<file path="src/rtl/shot_detect.sv">
// shot_detect -- flick-magnitude shot detector.
//
// A sample is taken on every y_valid cycle. The X component is the most recent
// x_flick (or the coincident one when x_valid and y_valid share a cycle). The
// combined magnitude drives a four-state FSM: IDLE -> ARMED -> TRACK -> COOLDOWN.
// A shot starts when the magnitude reaches THRESH and ends when it falls below
// RELEASE. Shots with at least MIN_SAMPLES tracked samples report the X/Y pair
// taken at the first strict peak. After every shot the FSM ignores HOLDOFF
// samples before it re-arms.
//
// Optional feature: define SHOT_TIMEOUT_EN to abort any shot still tracking
// after TIMEOUT_SAMPLES samples. Without it, shot_abort is constant 0.
//
// Ports
//   clk, rst_n          4 MHz accelerometer clock, async active-low reset
//   x_valid, x_flick    X flick update strobe / 16-bit unsigned magnitude
//   y_valid, y_flick    Y flick update strobe (sample strobe) / magnitude
//   arm                 level enable for detection
//   shot_valid          1-cycle pulse per accepted shot
//   shot_x, shot_y      components at the shot peak, held until next shot
//   shot_count          accepted shots, wraps 255 -> 0
//   busy                high in TRACK or COOLDOWN
//   shot_abort          1-cycle timeout pulse (SHOT_TIMEOUT_EN only)
module shot_detect #(
  parameter logic [16:0] THRESH          = 17'd400,
  parameter logic [16:0] RELEASE         = 17'd150,
  parameter int          MIN_SAMPLES     = 4,
  parameter int          HOLDOFF         = 16,
  parameter int          TIMEOUT_SAMPLES = 200
) (
  input  logic        clk,
  input  logic        rst_n,
  input  logic        x_valid,
  input  logic        y_valid,
  input  logic [15:0] x_flick,
  input  logic [15:0] y_flick,
  input  logic        arm,
  output logic        shot_valid,
  output logic [15:0] shot_x,
  output logic [15:0] shot_y,
  output logic [7:0]  shot_count,
  output logic        busy,
  output logic        shot_abort
);

`ifdef SHOT_TIMEOUT_EN
  localparam bit TMO_EN = 1'b1;
`else
  localparam bit TMO_EN = 1'b0;
`endif

  typedef enum logic [1:0] {IDLE, ARMED, TRACK, COOLDOWN} state_t;

  state_t      state;
  logic [15:0] x_hold;
  logic [15:0] x_cur;
  logic [16:0] mag;
  logic [16:0] peak;
  logic [15:0] pk_x, pk_y;
  logic [7:0]  cnt;
  logic [7:0]  cnt_nx;
  logic [15:0] cd_cnt;
  logic        cd_done;
  logic        tmo_hit;

  // A coincident x update is used by the same sample.
  assign x_cur   = x_valid ? x_flick : x_hold;
  assign mag     = {1'b0, x_cur} + {1'b0, y_flick};
  assign cnt_nx  = (cnt == 8'hFF) ? cnt : cnt + 8'd1;
  assign cd_done = (int'(cd_cnt) + 1) >= HOLDOFF;
  // With the timeout disabled this is constant 0 and the abort path vanishes.
  assign tmo_hit = TMO_EN && (int'(cnt_nx) >= TIMEOUT_SAMPLES);
  assign busy    = (state == TRACK) || (state == COOLDOWN);

  always_ff @(posedge clk or negedge rst_n) begin
    if (!rst_n) begin
      state      <= IDLE;
      x_hold     <= '0;
      peak       <= '0;
      pk_x       <= '0;
      pk_y       <= '0;
      cnt        <= '0;
      cd_cnt     <= '0;
      shot_valid <= 1'b0;
      shot_abort <= 1'b0;
      shot_x     <= '0;
      shot_y     <= '0;
      shot_count <= '0;
    end else begin
      shot_valid <= 1'b0;
      shot_abort <= 1'b0;
      if (x_valid) x_hold <= x_flick;
      case (state)
        IDLE: if (arm) state <= ARMED;
        ARMED: begin
          if (!arm) state <= IDLE;
          else if (y_valid && mag >= THRESH) begin
            state <= TRACK;
            peak  <= mag;
            pk_x  <= x_cur;
            pk_y  <= y_flick;
            cnt   <= 8'd1;
          end
        end
        TRACK: if (y_valid) begin
          if (mag < RELEASE) begin
            state  <= COOLDOWN;
            cd_cnt <= '0;
            if (int'(cnt) >= MIN_SAMPLES) begin
              shot_x     <= pk_x;
              shot_y     <= pk_y;
              shot_valid <= 1'b1;
              shot_count <= shot_count + 8'd1;
            end
          end else begin
            cnt <= cnt_nx;
            // Strict compare: ties keep the earlier peak.
            if (mag > peak) begin
              peak <= mag;
              pk_x <= x_cur;
              pk_y <= y_flick;
            end
            if (tmo_hit) begin
              state      <= COOLDOWN;
              cd_cnt     <= '0;
              shot_abort <= 1'b1;
            end
          end
        end
        COOLDOWN: if (y_valid) begin
          if (cd_done) state <= arm ? ARMED : IDLE;
          else         cd_cnt <= cd_cnt + 16'd1;
        end
        default: state <= IDLE;
      endcase
    end
  end

endmodule

</file>
<file path="config.mk">
export PLATFORM = sky130hd
export DESIGN_NAME = shot_detect
export DESIGN_NICKNAME = d
export VERILOG_FILES = /design/src/rtl/shot_detect.sv
export SDC_FILE = /design/constraint.sdc
export NUM_CORES = 1
export LEC_CHECK = 0
export CORE_MARGIN = 2
export CORE_UTILIZATION = 25
export CTS_CLUSTER_DIAMETER = 30
export DETAILED_ROUTE_END_ITERATION = 10
export PLACE_DENSITY_LB_ADDON = 0.05
export SYNTH_ARGS = -nofsm -noshare
export SYNTH_HDL_FRONTEND = slang
export SYNTH_SLANG_ARGS = --single-unit
</file>
<file path="constraint.sdc">
create_clock -name clk -period 12.72 [get_ports clk]
set_input_delay 2.544 -clock clk [delete_from_list [all_inputs] [get_ports clk]]
set_output_delay 2.544 -clock clk [all_outputs]
set_load 0.03 [all_outputs]
</file>
==> results.json <==
{
  "grtUsageMet2_pct": 21.3,
  "cp.required_ns": 13.02,
  "fmax_mhz": 122,
  "slew_headroom_pct": 38.1,
  "grt_overflow": 0,
  "final_cells": 1037,
  "synth_edf_count": 0,
  "hold_path_class": "register to register",
  "dieArea_mm2": 0.0289,
  "routedWlPerCell_um": 16.8,
  "worstPathArrival_ns": 8.49,
  "leakage_nw": 3.87,
  "syn_inst": 603,
  "skew_ns": 0.0131,
  "clock_path_buffers": 2,
  "yosys_most_used_dff": "dfrtp_1",
  "critPathKind": "primary input to register",
  "grt_usage_pct": 12.9,
  "areaGrowthSynthToFinish_pct": 25.3,
  "dp_hpwl_um": 12100,
  "cts_sinks": 132,
  "setup_viol": 0,
  "place_inst": 1005,
  "p_per_area_mw_per_mm2": 186,
  "cts_root_buffer": "clkbuf_16",
  "die_w_um": 170,
  "vias_per_cell": 4.68,
  "final_util_pct": 32.0,
  "routed_wirelength_um": 17500,
  "status": "finished, final reports clean",
  "rsz0062_at_grt": "no",
  "core_mm2": 0.0270,
  "pre_cts_ws_ns": 4.00,
  "dr_total_vias": 4848,
  "max_stage_delay_ns": 1.01,
  "grt_start_max_net_pins": 73,
  "worst_slack_ns": 4.53,
  "ctsHoldBuffers": 0,
  "gp_congestion": 0.767,
  "clkSlewWorstSetupHoldPaths_ns": 0.07,
  "synth_area_per_cell_um2": 11.4,
  "synthesis.nets": 678,
  "grt-busiest-layer": "met2",
  "antenna_cells": 0,
  "async_flop_share_pct": 100,
  "path_cells": "clkdlybuf4s50_1, mux2_2, ha_1, inv_1, fa_1, and2b_1, o2111ai_2, nand2_1, a31oi_1, xor2_1, inv_1, ha_1, a21oi_1, o21ai_0, a211o_1, a211o_1, a21boi_0, o21ai_0, o211ai_1, a21o_2, buf_4, mux2_2",
  "cap_violations": 0,
  "synth_area_mm2": 0.00688,
  "worstMarginPinSlew_ns": 0.928,
  "numCtsBuffers": 17,
  "antenna_found_initial": 0,
  "endpoint_kind": "register",
  "grt_util_met1_pct": 17.0,
  "drive_gt1_share_pct": 20.8,
  "final_hold_viol_count": 0,
  "htreeDepth": 4,
  "die_h_um": 170,
  "ys_seq_area_share_pct": 48.0,
  "clock_latency_ns": 0.42,
  "fin_setup_tns_ns": 0,
  "drtIter0Drc": 249,
  "min_period_ns": 8.19,
  "fin_nets": 758,
  "drtPass1Iterations": 4,
  "drc": 0,
  "start_util_pct": 25.5,
  "timing.critical_path.from_type": "primary input",
  "fp-row-count": 60,
  "ant_nets": 0,
  "cts_tree": "built",
  "final_max_slew_viol_count": 0,
  "n_fill_cell": 2722,
  "grt_pass1_vias": 5149,
  "ir_drop_mv": 0.0950,
  "crit_slowest_cell": "clkdlybuf4s50_1",
  "fin_crit_sh_pct": 64.4,
  "cp_max_fo": 49,
  "io_buffers": 78,
  "ys_ff_latch": 132,
  "ys_types": 60,
  "cts_setup_buffers": 0,
  "grt_pass1_wl_um": 28800,
  "ys_warn_count": 0,
  "power_mw": 1.60,
  "seq_area_mm2": 0.00330,
  "multi_input_area_mm2": 0.00333,
  "ioPinCount": 80,
  "met3_usage_pct": 2.60,
  "cts_resized": 0
}
==> Yosys cell counts, types with 8 or more instances <==
cell	instances	area share (%)
o21ai_0	19	1.4
clkbuf_1	9	0.49
inv_1	37	2.0
ha_1	37	6.7
nor3_1	11	0.80
nand2_1	23	1.3
a21o_1	12	1.3
dfrtp_1	132	48
xnor2_1	10	1.3
and3_1	8	0.73
mux2_2	97	16
a21oi_1	27	2.0
nor2_1	20	1.1
and2_1	14	1.3
nand3_1	19	1.4
a211oi_1	8	0.87
xor2_1	9	1.1
==> sequential cells by signal, summed over array words and instances, names as in the netlist, named ones only <==
signal,cells
shot_y,16
shot_valid,1
shot_x,16
state,1
pk_y,16
x_hold,16
peak,17
cnt,8
cd_cnt,16
pk_x,16
shot_count,8
==> area by class of cell <==
type	count	share of cell area (%)
clock buffer	18	5.09
clock inverter	14	1.94
inverter	37	1.61
multi-input combinational	413	38.7
sequential	132	38.3
tap	341	4.95
timing repair buffer	82	9.42
==> cell families after synthesis <==
| logic type | Yosys count | share of synthesized area [%] |
|---|---|---|
| flip-flops | 132 | 48.0 |
| other | 1 | 0.0545 |
| AO/OA/AOI/OAI | 124 | 12.3 |
| AND/OR/NAND/NOR | 131 | 10.3 |
| multiplexers | 100 | 16.3 |
| buffers and inverters | 58 | 3.55 |
| XOR/XNOR | 19 | 2.42 |
| adder cells (fa/ha/maj) | 38 | 7.02 |
==> worst max-delay path, delay by kind of cell <==
kind            cells  cell delay, ns
compound gates     10            1.84
simple gates        2            0.36
xor+xnor            1            0.29
buf+inv             4            1.77
mux                 2            0.86
fa+ha+maj           3            0.79
==> metrics by stage <==
step	hold WS, ns	instance area, µm²
floorplan	0.475	6880
global placement	0.462	8020
detailed placement	0.472	8020
CTS	0.482	8620
global route	0.509	8620
finish	0.479	8620
==> cell usage in the layout (no fill, tap or decap), types with 3 or more instances in the layout <==
| cell type | count |
|---|---|
| inv_1 | 37 |
| nand2b_1 | 3 |
| nor4_1 | 4 |
| xnor2_1 | 10 |
| nor3_1 | 11 |
| o211ai_1 | 7 |
| nand2_1 | 23 |
| inv_6 | 5 |
| nor2_1 | 20 |
| clkbuf_16 | 17 |
| mux2i_1 | 3 |
| a21o_1 | 11 |
| nand4_1 | 7 |
| or4_1 | 6 |
| dfrtp_1 | 132 |
| and3_1 | 8 |
| or3_1 | 4 |
| a31oi_1 | 6 |
| o21ai_0 | 19 |
| clkdlybuf4s50_1 | 77 |
| buf_4 | 4 |
| a21boi_0 | 4 |
| and2_1 | 14 |
| nand3_1 | 19 |
| o22a_1 | 3 |
| a21oi_1 | 27 |
| or2_2 | 3 |
| o31ai_1 | 7 |
| o21a_1 | 6 |
| ha_1 | 37 |
| clkinv_4 | 3 |
| xor2_1 | 9 |
| mux2_2 | 97 |
| a211oi_1 | 8 |
| a211o_1 | 3 |
==> routing by layer <==
layer | vias up | share of wire [%]
met5 | - | 0
met4 | 0 | 1.2
met3 | 12 | 3.2
met2 | 84 | 48
met1 | 2400 | 48
li1 | 2352 | -
==> worst paths after layout <==
check / from / end / slack (ns) / depth (start not counted)
min in group asynchronous: rst_n / shot_count[3]$_DFFE_PN0P_ / 2.09 / 1
setup / recovery: x_valid / pk_x[1]$_DFFE_PN0P_ / 4.53 / 22
hold reg to reg: shot_count[7]$_DFFE_PN0P_ / shot_count[7]$_DFFE_PN0P_ / 0.48 / 1
setup reg to reg: x_hold[0]$_DFF_PN0_ / pk_x[1]$_DFFE_PN0P_ / 7.47 / 21
hold / removal: shot_count[7]$_DFFE_PN0P_ / shot_count[7]$_DFFE_PN0P_ / 0.48 / 1
max in group asynchronous: rst_n / shot_y[10]$_DFFE_PN0P_ / 9.26 / 2
==> report_power, final <==
group / total (mW) / internal [mW] / switching [mW]
logic: 0.512 / 0.253 / 0.259
clock network: 0.514 / 0.301 / 0.213
registers: 0.577 / 0.519 / 0.0576
total: 1.60 / 1.07 / 0.530
Power figures use the tool's default switching activity.
